### src/rtl/universal_shift_register_if.sv
// Bus bundle for the universal shift register: per-cycle mode control,
// serial inputs, parallel load word, sequencer handshake and the register view.
interface universal_shift_register_if #(
  parameter int WIDTH = 8,
  parameter int CNT_W = $clog2(WIDTH + 1)
);
  logic [2:0]       mode;
  logic             sin_lsb;
  logic             sin_msb;
  logic [WIDTH-1:0] parallel_in;
  logic             start;
  logic [CNT_W-1:0] shift_len;
  logic             auto_dir;
  logic             auto_rot;
  logic [WIDTH-1:0] q;
  logic             serial_out_msb;
  logic             serial_out_lsb;
  logic             busy;
  logic             done;

  // Requester side: drives controls and data, observes register and status.
  modport master (
    output mode, sin_lsb, sin_msb, parallel_in, start, shift_len, auto_dir, auto_rot,
    input  q, serial_out_msb, serial_out_lsb, busy, done
  );

  // Register side.
  modport slave (
    input  mode, sin_lsb, sin_msb, parallel_in, start, shift_len, auto_dir, auto_rot,
    output q, serial_out_msb, serial_out_lsb, busy, done
  );
endinterface

### src/rtl/universal_shift_register.sv
// WIDTH-bit universal shift register with per-cycle mode control (hold,
// shift, rotate, load) and an autonomous N-step shift sequencer with a
// start/busy/done handshake. Both ends are exposed serially.
module universal_shift_register #(
  parameter int WIDTH = 8,
  parameter int CNT_W = $clog2(WIDTH + 1)
) (
  input  logic                       clk,
  input  logic                       reset,
  universal_shift_register_if.slave  bus
);

  typedef enum logic [1:0] {
    IDLE  = 2'd0,
    SHIFT = 2'd1,
    DONE  = 2'd2
  } state_t;

  localparam logic [2:0] MODE_HOLD = 3'd0;
  localparam logic [2:0] MODE_SHL  = 3'd1;
  localparam logic [2:0] MODE_SHR  = 3'd2;
  localparam logic [2:0] MODE_ROL  = 3'd3;
  localparam logic [2:0] MODE_ROR  = 3'd4;
  localparam logic [2:0] MODE_LOAD = 3'd5;

  localparam logic [CNT_W-1:0] LEN_MAX = CNT_W'(WIDTH);

  state_t           state, state_next;
  logic [WIDTH-1:0] word, word_next;
  logic [CNT_W-1:0] cnt, cnt_next;
  logic             dir_lat, dir_next;
  logic             rot_lat, rot_next;
  logic [CNT_W-1:0] len_clamped;

  // One step of the register: dir 0 = toward MSB, 1 = toward LSB; rot
  // recirculates the end bit instead of taking the serial input.
  function automatic logic [WIDTH-1:0] step_word(
    input logic [WIDTH-1:0] cur,
    input logic             dir,
    input logic             rot,
    input logic             in_lsb,
    input logic             in_msb
  );
    logic [WIDTH-1:0] res;
    if (!dir)
      res = {cur[WIDTH-2:0], (rot ? cur[WIDTH-1] : in_lsb)};
    else
      res = {(rot ? cur[0] : in_msb), cur[WIDTH-1:1]};
    return res;
  endfunction

  assign len_clamped = (bus.shift_len > LEN_MAX) ? LEN_MAX : bus.shift_len;

  // State, register word, counter and latched sequence direction/rotate.
  always_ff @(posedge clk or posedge reset) begin
    if (reset) begin
      state   <= IDLE;
      word    <= '0;
      cnt     <= '0;
      dir_lat <= 1'b0;
      rot_lat <= 1'b0;
    end else begin
      state   <= state_next;
      word    <= word_next;
      cnt     <= cnt_next;
      dir_lat <= dir_next;
      rot_lat <= rot_next;
    end
  end

  // Next-state logic: mode operations in IDLE, start takes priority and
  // launches the sequencer; SHIFT steps until the counter runs out.
  always_comb begin
    state_next = state;
    word_next  = word;
    cnt_next   = cnt;
    dir_next   = dir_lat;
    rot_next   = rot_lat;
    unique case (state)
      IDLE: begin
        if (bus.start) begin
          dir_next   = bus.auto_dir;
          rot_next   = bus.auto_rot;
          cnt_next   = len_clamped;
          state_next = (len_clamped != '0) ? SHIFT : DONE;
        end else begin
          case (bus.mode)
            MODE_SHL:  word_next = step_word(word, 1'b0, 1'b0, bus.sin_lsb, bus.sin_msb);
            MODE_SHR:  word_next = step_word(word, 1'b1, 1'b0, bus.sin_lsb, bus.sin_msb);
            MODE_ROL:  word_next = step_word(word, 1'b0, 1'b1, bus.sin_lsb, bus.sin_msb);
            MODE_ROR:  word_next = step_word(word, 1'b1, 1'b1, bus.sin_lsb, bus.sin_msb);
            MODE_LOAD: word_next = bus.parallel_in;
            default:   word_next = word;
          endcase
        end
      end
      SHIFT: begin
        word_next = step_word(word, dir_lat, rot_lat, bus.sin_lsb, bus.sin_msb);
        cnt_next  = cnt - CNT_W'(1);
        if (cnt == CNT_W'(1))
          state_next = DONE;
      end
      DONE: begin
        state_next = IDLE;
      end
      default: begin
        state_next = IDLE;
      end
    endcase
  end

  assign bus.q              = word;
  assign bus.serial_out_msb = word[WIDTH-1];
  assign bus.serial_out_lsb = word[0];
  assign bus.busy           = (state == SHIFT);
  assign bus.done           = (state == DONE);

endmodule
### src/flat_wrapper.sv
// flat-port wrapper written by rule: the top's interface ports become plain ports
module universal_shift_register_flat 
#(
  parameter int WIDTH = 8,
  parameter int CNT_W = $clog2(WIDTH + 1)
)
  (clk, reset, bus_mode, bus_sin_lsb, bus_sin_msb, bus_parallel_in, bus_start, bus_shift_len, bus_auto_dir, bus_auto_rot, bus_q, bus_serial_out_msb, bus_serial_out_lsb, bus_busy, bus_done);
  universal_shift_register_if #(.WIDTH(WIDTH), .CNT_W(CNT_W)) bus_i ();
  input  logic clk;
  input  logic reset;
  input wire logic [$bits(bus_i.mode)-1:0] bus_mode;
  input wire logic [$bits(bus_i.sin_lsb)-1:0] bus_sin_lsb;
  input wire logic [$bits(bus_i.sin_msb)-1:0] bus_sin_msb;
  input wire logic [$bits(bus_i.parallel_in)-1:0] bus_parallel_in;
  input wire logic [$bits(bus_i.start)-1:0] bus_start;
  input wire logic [$bits(bus_i.shift_len)-1:0] bus_shift_len;
  input wire logic [$bits(bus_i.auto_dir)-1:0] bus_auto_dir;
  input wire logic [$bits(bus_i.auto_rot)-1:0] bus_auto_rot;
  output wire logic [$bits(bus_i.q)-1:0] bus_q;
  output wire logic [$bits(bus_i.serial_out_msb)-1:0] bus_serial_out_msb;
  output wire logic [$bits(bus_i.serial_out_lsb)-1:0] bus_serial_out_lsb;
  output wire logic [$bits(bus_i.busy)-1:0] bus_busy;
  output wire logic [$bits(bus_i.done)-1:0] bus_done;
  assign bus_i.mode = bus_mode;
  assign bus_i.sin_lsb = bus_sin_lsb;
  assign bus_i.sin_msb = bus_sin_msb;
  assign bus_i.parallel_in = bus_parallel_in;
  assign bus_i.start = bus_start;
  assign bus_i.shift_len = bus_shift_len;
  assign bus_i.auto_dir = bus_auto_dir;
  assign bus_i.auto_rot = bus_auto_rot;
  assign bus_q = bus_i.q;
  assign bus_serial_out_msb = bus_i.serial_out_msb;
  assign bus_serial_out_lsb = bus_i.serial_out_lsb;
  assign bus_busy = bus_i.busy;
  assign bus_done = bus_i.done;
  universal_shift_register #(.WIDTH(WIDTH), .CNT_W(CNT_W)) u_core (.clk(clk), .reset(reset), .bus(bus_i));
endmodule
### config.mk
export PLATFORM = sky130hd
export DESIGN_NAME = universal_shift_register_flat
export DESIGN_NICKNAME = d
export VERILOG_FILES = /design/src/rtl/universal_shift_register_if.sv /design/src/rtl/universal_shift_register.sv /design/src/flat_wrapper.sv
export SDC_FILE = /design/constraint.sdc
export NUM_CORES = 1
export LEC_CHECK = 0
export BUFFER_PORTS_ARGS = -buffer_cell sky130_fd_sc_hd__buf_4
export CAP_MARGIN = 20
export CORE_MARGIN = 3
export CORE_UTILIZATION = 54
export DETAILED_ROUTE_END_ITERATION = 6
export PLACE_DENSITY_LB_ADDON = 0.05
export SETUP_SLACK_MARGIN = 0.4
export SLEW_MARGIN = 20
export SYNTH_ARGS = -nofsm -noshare
export SYNTH_HDL_FRONTEND = slang
export SYNTH_SLANG_ARGS = --single-unit
### constraint.sdc
create_clock -name clk -period 2.5 [get_ports clk]
set_input_delay 0.125 -clock clk [delete_from_list [all_inputs] [get_ports clk]]
set_output_delay 0.125 -clock clk [all_outputs]
set_load 0.005 [all_outputs]
=== Yosys cells after proc, flatten, opt, wreduce, memory -nomap -nowiden ===
Index checks and enable logic that the tools add are counted.
W data, S select, Z words.

* Memories: 0
* Input port bits: 22
* Bits in latches: 0
* Word-level logic and storage cells: 39
* Output and inout port bits: 12
* Bits in read-only memories: 0
* RAM bits: 0
* Flip-flop bits (word level): 16

* Equality and inequality tests: 12
* $lt $le $gt $ge: 1
* Multiplexer cells: 13
* Shift-type cells: 0
* Div/mod/pow operators: 0
* $mul: 0
* Bitwise operators: 0
* Reduce and logical (&&, ||, !) cells: 7
* $add $sub $neg: 1

{| class="wikitable"
|+ Operators with widths
! cell !! count
|-
| $pmux W8 S5 || 1
|-
| $mux W8 || 2
|-
| $pmux W8 S2 || 1
|-
| $mux W4 || 2
|-
| $pmux W4 S2 || 1
|-
| $eq A3 B2 Y1 const B || 2
|-
| $eq A3 B3 Y1 const B || 2
|-
| $mux W2 || 3
|-
| $ne A6 B6 Y1 const B || 1
|-
| $reduce_and A2 Y1 || 3
|-
| $eq A4 B1 Y1 const B || 1
|-
| $gt A4 B4 Y1 const B || 1
|-
| $ne A2 B2 Y1 const B || 2
|-
| $pmux W2 S2 || 1
|-
| $reduce_bool A4 Y1 || 1
|-
| $sub A4 B1 Y4 const B || 1
|-
| $eq A3 B1 Y1 const B || 1
|-
| $reduce_and A3 Y1 || 1
|-
| $eq A2 B1 Y1 const B || 1
|-
| $eq A2 B2 Y1 const B || 1
|-
| $logic_not A2 Y1 || 1
|-
| $mux W1 || 2
|-
| $ne A2 B1 Y1 const B || 1
|-
| $reduce_bool A2 Y1 || 1
|}

=== Depth between registers and ports, before layout ===
Gate-level depths: netlist of the first run.

* Word-level depth: 6
* Depth in mapped cells: 7
* Gate-level depth less buffers: 5

=== Worst setup path before layout of the first run ===
OpenSTA, ideal clock, no wires.

* Path type: reg2reg
* From: register u_core.state[0]
* To: register u_core.word[7], in the netlist u_core.bus.q[7]
* Library setup time: 0.121 ns
* Cell stages (with the launch flop): 6
* Arrival: 1.490 ns
* Required time: 2.379 ns
* Path slack: 0.889 ns
* Path through: dfrtp_1 -> buf_6 -> or4_4 -> o211a_4 -> o311a_1 -> a22o_1

* Longest elaborated chain between the ends: 3
* Elaborated cells between the ends (all ways): 7
* Classes of those cells: eq/ne (3); mux (1); reduce/logical (3)

{| class="wikitable"
|+ Ends and longest elaborated chain
! item !! line !! source
|-
| start, declared || universal_shift_register.sv:28 || <nowiki>state_t state, state_next;</nowiki>
|-
| start signal, assigned || universal_shift_register.sv:63 || <nowiki>state <= state_next;</nowiki>
|-
| $logic_not A2 Y1 / $eq A2 B1 Y1 (equally long branches) || universal_shift_register.sv:79 || <nowiki>unique case (state)</nowiki>
|-
| $ne A6 B6 Y1 (no source line), or another cell as far along || n/a ||
|-
| $reduce_and A3 Y1 (no source line) || n/a ||
|-
| end signal, assigned || universal_shift_register.sv:64 || <nowiki>word <= word_next;</nowiki>
|-
| end, declared || universal_shift_register.sv:29 || <nowiki>logic [WIDTH-1:0] word, word_next;</nowiki>
|}

Parallel ways exist; a longest one is shown, timed or not.
A chain may end at the register's enable or synchronous reset.

=== Worst setup path after layout of the first run ===
* From: register u_core.state[0]
* To: register u_core.word[3], in the netlist u_core.bus.q[3]

The elaborated chain is that of the path after synthesis.

==> results of run 1 <==
-- where the power goes --
group          switching, uW  internal (uW)
Clock                   94.1           88.8
Combinational            480            563
Sequential               242            392
Total                    816           1040
-- cell families (layout without fill, tap and decap cells) --
group / count (synthesis) / count (layout) / share of synthesized area, %
xor gates and xnor gates: 1 / 1 / 0.685
buffers and inverters: 17 / 48 / 6.46
muxes: 13 / 13 / 10.5
DFF: 16 / 16 / 31.3
adders and majority gates: 2 / 2 / 1.96
and+or+nand+nor: 52 / 52 / 21.8
AOI/OAI and AO/OA: 50 / 50 / 27.3
-- layout by cell type, fill, tap and decap left out, drive strengths merged, types with 2 or more instances in the layout --
master,synthesis,routed
nand2b,5,5
nor2b,5,5
mux2i,10,10
o21ai,13,13
a21oi,9,9
nor3b,8,8
a22o,3,3
a221oi,2,2
inv,6,5
buf,7,37
ha,2,2
a21o,2,2
clkbuf,4,4
o22ai,3,3
mux2,3,3
dfrtp,16,16
nand2,16,16
a31oi,3,3
a22oi,2,2
a211o,4,4
nor2,10,10
nand3,3,3
-- sequential cells by signal, indices dropped and copies added (netlist names) --
signal and count:
u_core.cnt 4, u_core.rot_lat 1, u_core.bus.q 8, u_core.dir_lat 1, u_core.state 2
-- area by class of cell --
type                       instances  share of cell area (%)
multi-input combinational        118                    50.4
sequential                        16                    25.3
timing repair buffer              38                    18.2
clock buffer                       4                    2.30
tap                               27                    2.14
inverter                           6                    1.66
-- cells in the mapped netlist, drive strengths merged, types with 2 or more instances --
cell | number | area share, %
nor2 | 10 | 2.9
nand3 | 3 | 1.2
a31oi | 3 | 1.5
a22oi | 2 | 1.2
nand2 | 16 | 4.7
buf | 7 | 3.5
clkbuf | 4 | 1.2
a21o | 2 | 1.2
nor3b | 8 | 5.1
mux2i | 10 | 7.8
a22o | 3 | 2.1
o21ai | 13 | 5.1
a221oi | 2 | 1.4
nor2b | 5 | 2.4
o22ai | 3 | 1.5
a21oi | 9 | 3.5
a211o | 4 | 2.7
nand2b | 5 | 2.4
inv | 6 | 1.8
ha | 2 | 2.0
mux2 | 3 | 2.6
dfrtp | 16 | 31
-- layer usage --
metal	up-vias	routed length, um
met3	2	301
li1	616	-
met4	0	13
met5	-	0
met2	73	1660
met1	615	1520
-- worst min-delay path by stage --
stage                       to    startpoint  cells past startpoint
6_report        u_core.rot_lat  bus_auto_rot                      3
5_1_grt         u_core.rot_lat  bus_auto_rot                      3
4_1_cts         u_core.rot_lat  bus_auto_rot                      3
3_5_place_dp   u_core.bus.q[0]         reset                      2
3_3_place_gp   u_core.bus.q[0]         reset                      2
2_1_floorplan  u_core.bus.q[0]         reset                      1
-- repair_timing --
item,in CTS,in global routing
setup endpoints to repair,0,4
hold endpoints to repair,16,0
resized for setup,0,1
hold buffers,1,0
buffers inserted,0,4
-- critical path, delay by kind of cell, from the launching register on --
kind	cells	cell delay, ps
buf+inv	2	470
compound gates	2	450
simple gates	1	440
flops	1	490
-- metrics by stage --
step	util, %	cells	instance area, um^2	total power, uW	hold WS [ps]
after CTS	73.6	205	1550	1780	15.8
final	75.2	209	1580	1860	19.7
after floorplan	-	151	1280	1290	38.7
after detailed placement	71.4	200	1500	1600	261
after global routing	75.2	209	1580	2030	16.6
after global placement	71.4	200	1500	1560	244
==> metrics.txt, run 1 <==
M2 GR Usage 40.7%; core footprint 2100 um^2; Critical Path, Cell by Cell nand2b_1 > clkinvlp_4 > buf_4 > a2111oi_0 > o31ai_1; Final nets 207; endpoints failing hold 0; r2r startpoint u_core.state[0]; area delta synth->final 23.6%; Initial Utilization between 60% and 70%; H-tree Lvls 1; worst r2r path cells 5; Worst Setup Path Type reg2reg; Main synth FF type dfrtp_1; reg2reg end u_core.bus.q[3]; die height around 55 um; worst setup path start u_core.state[0]; synth warn 0; vias between 1000 and 1500; gr usage total about 26%; die width 54.7 um; EDFF count, synth 0; Worst Path Required between 2000 and 3000 ps; Crit Path Max Fanout 12; FF/Latch Area approximately 400 um^2; Critical Path End Type flop; Crit path largest cell delay 490 ps; Tightest Pin Transition roughly 660 ps; reg2reg setup slack 540 ps; clock latency at the later pin of the worst-skew pair ~300 ps; Most Crowded Layer GR met2; root buffer cell clkbuf_4; Remaining DRCs 0; Netlist cell types 41; DRT iter0 DRCs between 70 and 80; final WL between 3 and 4 mm; grt met1 use between 30% and 40%; Synth Net Count 175; final setup margin ~540 ps; antenna violations before repair 0; total CTS buffers 3; Final HPWL DP approximately 2.5 mm; Die ar. 2990 um^2; dpl ws between 500 and 600 ps; Post-Syn Area 1280 um^2; type of origin of the critical path flop; Syn Area/Cell 8.47 um^2; largest net degree at the start of global routing 18; Syn Inst Count 151; fillers ~170; Max-Slew Margin vs Limit a little under three fifths; P_leak slightly above 0.0007 uW; CTS sink count 16; IO Pins 34; FP Rows 16; drt wl/cell 16.7 um; Post-DRT Antenna Nets 0; crit path to u_core.bus.q[3]; RSZ-0062 raised after global routing no; 1st-pass router iterations 4; min-delay worst type in2reg; status finished, final reports clean; Worst VDD drop about 860 uV; number of global-route vias before repair between 1000 and 1500; Multi-input gate area between 700 and 800 um^2; global routing usage on met3 2.45%; GP Congestion 0.872; first-pass GRT wire length ~5.6 mm; CTS tree done; number of port buffers 33; drt via density approximately 6.2; clk_skew between 4 and 5 ps; share of flip-flops with an asynchronous set or reset 100%; power per cell area between 1000 and 1500 nW/um^2; worst-case clock buffer depth 2; Remaining Overflow, GRT 0; TNS Setup 0 ps; Crit-path slowest cell dfrtp_1; Reg clk slew, reported paths roughly 110 ps; period utilization roughly four fifths; Synth Register Bits 16; Worst Path Arrival between 2000 and 2500 ps; maxcap violations 0; final setup vio count 0; layout cells sized above 1 between 20% and 30%; max frequency approximately 0.51 GHz; antenna cells 0; Seq/Total Area, Yosys 31.3%; max-slew violation count 0; time the worst path needs with I/O delays and setup about 2000 ps
No activity file was read; power rests on OpenSTA's default activity.
==> inputs of run 2 (changes only) <==
CORE_UTILIZATION = 47   (was 54)
clock period = 1.6 ns   (was 2.5 ns; I/O delays follow)
==> run 2 against run 1 <==
  * Wire length increased by 27%
  * Total power increased by 100%
  * Via count increased by 12%
  * Worst hold slack improved by 30 ps
  * Sequential cell count unchanged
  * Sequential power increased by 49%
  * Combinational power increased to 2.5 times the previous value
  * Setup slack got worse by 420 ps
  * Clock-buffer cell count decreased by 1
  * Cell count increased by 12%
==> metrics.txt, run 2 (synthesis gave the netlist of run 1 again) <==
Critical Path End Type flop; endpoints failing hold 0 (unchanged); Worst Path Arrival 1660 ps (-480 ps); first-pass GRT wire length 6.42 mm (+16%); core footprint 2520 um^2 (+20%); Multi-input gate area 903 um^2 (+14%); Worst VDD drop 1500 uV (+75%); die height 58.2 um (+6.4%); Remaining DRCs 0 (unchanged); final WL 4.45 mm (+27%); drt via density 6.26 (+0.26%); vias 1466 (+12%); Worst Setup Path Type reg2reg; power per cell area 1980 nW/um^2 (+68%); number of port buffers 33 (unchanged); layout cells sized above 1 44.1% (+16 points); Reg clk slew, reported paths 100 ps (about the same); maxcap violations 0 (unchanged); clock latency at the later pin of the worst-skew pair 290 ps (about the same); status finished, final reports clean; H-tree Lvls 1 (unchanged); Max-Slew Margin vs Limit 58.2% (+2.3 points); TNS Setup 0 ps (unchanged); period utilization 92.8% (+14 points); Post-DRT Antenna Nets 0 (unchanged); CTS tree done; antenna cells 0 (unchanged); commonest non-fill, non-tap cells in the layout buf_4, nand2_1, dfrtp_1, mux2i_1, buf_6; fillers 181 (+8.4%); max frequency 0.673 GHz (+32%); Die ar. 3380 um^2 (+13%); Worst Path Required 1780 ps (-900 ps); Tightest Pin Transition 626 ps (-33.8 ps); Initial Utilization 50.7% (-10 points); IO Pins 34 (unchanged); max-slew violation count 0 (unchanged); Remaining Overflow, GRT 0 (unchanged); CTS sink count 16 (unchanged); FF/Latch Area 403 um^2 (+0.62%); worst-case clock buffer depth 2 (unchanged); Crit Path Max Fanout 5 (-7); max FFs per register 8 (unchanged); clk_skew 9.99 ps (+5.21 ps); drt wl/cell 19.0 um (+14%); Final HPWL DP 2.53 mm (+2.4%); root buffer cell clkbuf_4; gr usage total 24.7% (-0.95 points); number of global-route vias before repair 1327 (+15%); GP Congestion 0.828 (-5.1%); 1st-pass router iterations 4 (unchanged); largest net degree at the start of global routing 18 (unchanged); WHS 49.3 ps (+29.6 ps); total CTS buffers 3 (unchanged); area delta synth->final 49.3%; min-delay worst type in2reg; P_leak 0.000852 uW (+19%); type of origin of the critical path flop; antenna violations before repair 0 (unchanged); DRT iter0 DRCs 115 (+62%); commonest non-fill, non-tap cell in the layout buf_4; RSZ-0062 raised after global routing yes; FP Rows 18 (+2); final setup vio count 0 (unchanged); time the worst path needs with I/O delays and setup 1480 ps (-476 ps); Final nets 230 (+11%); die width 58.2 um (+6.4%)
-- run 2: final timing paths --
kind                             startpoint  cells past startpoint              end  slack, ps
max                         u_core.state[0]                      4  u_core.bus.q[7]        120
min                        bus_shift_len[1]                      3    u_core.cnt[1]         50
max reg2reg                 u_core.state[0]                      4  u_core.bus.q[7]        120
min reg2reg                   u_core.cnt[3]                      2    u_core.cnt[3]        570
max in group asynchronous             reset                      3  u_core.state[1]        740
min in group asynchronous             reset                      3   u_core.dir_lat        420
-- run 2: worst max-delay path: stages, from the launching register on --
cell     delay (ps)
dfrtp_2         450
or4_4           460
o211a_4         180
o311a_1         110
a22o_1          170
-- run 2: repair_timing --
item	CTS	global route
setup buffers	14	2
hold buffers	3	0
pin swaps	11	7
setup endpoints to repair	16	18
gates resized for setup	22	23
endpoints found under the hold margin	18	0
-- run 2: layer usage --
metal  track usage, %  share of wire (%)  vias up
li1                 -                  -      658
met1             32.6                 41      703
met2             39.2                 48       85
met3             6.24                7.5       20
met4             8.94                3.6        0
met5                0                  0        -
-- run 2: final cells by class --
cell class | count | share of cell area [%]
inverters | 6 | 1.44
well taps | 30 | 1.97
multi-input cells | 118 | 47.3
flip-flops and latches | 16 | 21.1
repair buffers | 61 | 27.0
clock buffers | 3 | 1.18
-- run 2: power by group --
group / internal, uW / total, uW / switching, uW
clock: 87.4 / 216 / 128
combinational: 1420 / 2620 / 1200
sequential: 618 / 944 / 326
total: 2130 / 3780 / 1650
-- run 2: stage by stage --
stage | utilization, % | power (uW) | cell area, um^2 | std cells | setup WS (ps)
after global placement | 62.4 | 2600 | 1570 | 212 | 157
final | 75.7 | 3780 | 1910 | 234 | 115
after CTS | 72.2 | 3400 | 1820 | 232 | 127
after global routing | 75.7 | 4020 | 1910 | 234 | 87.7
after floorplan | - | 2020 | 1280 | 151 | 136
after detailed placement | 62.4 | 2650 | 1570 | 212 | 123
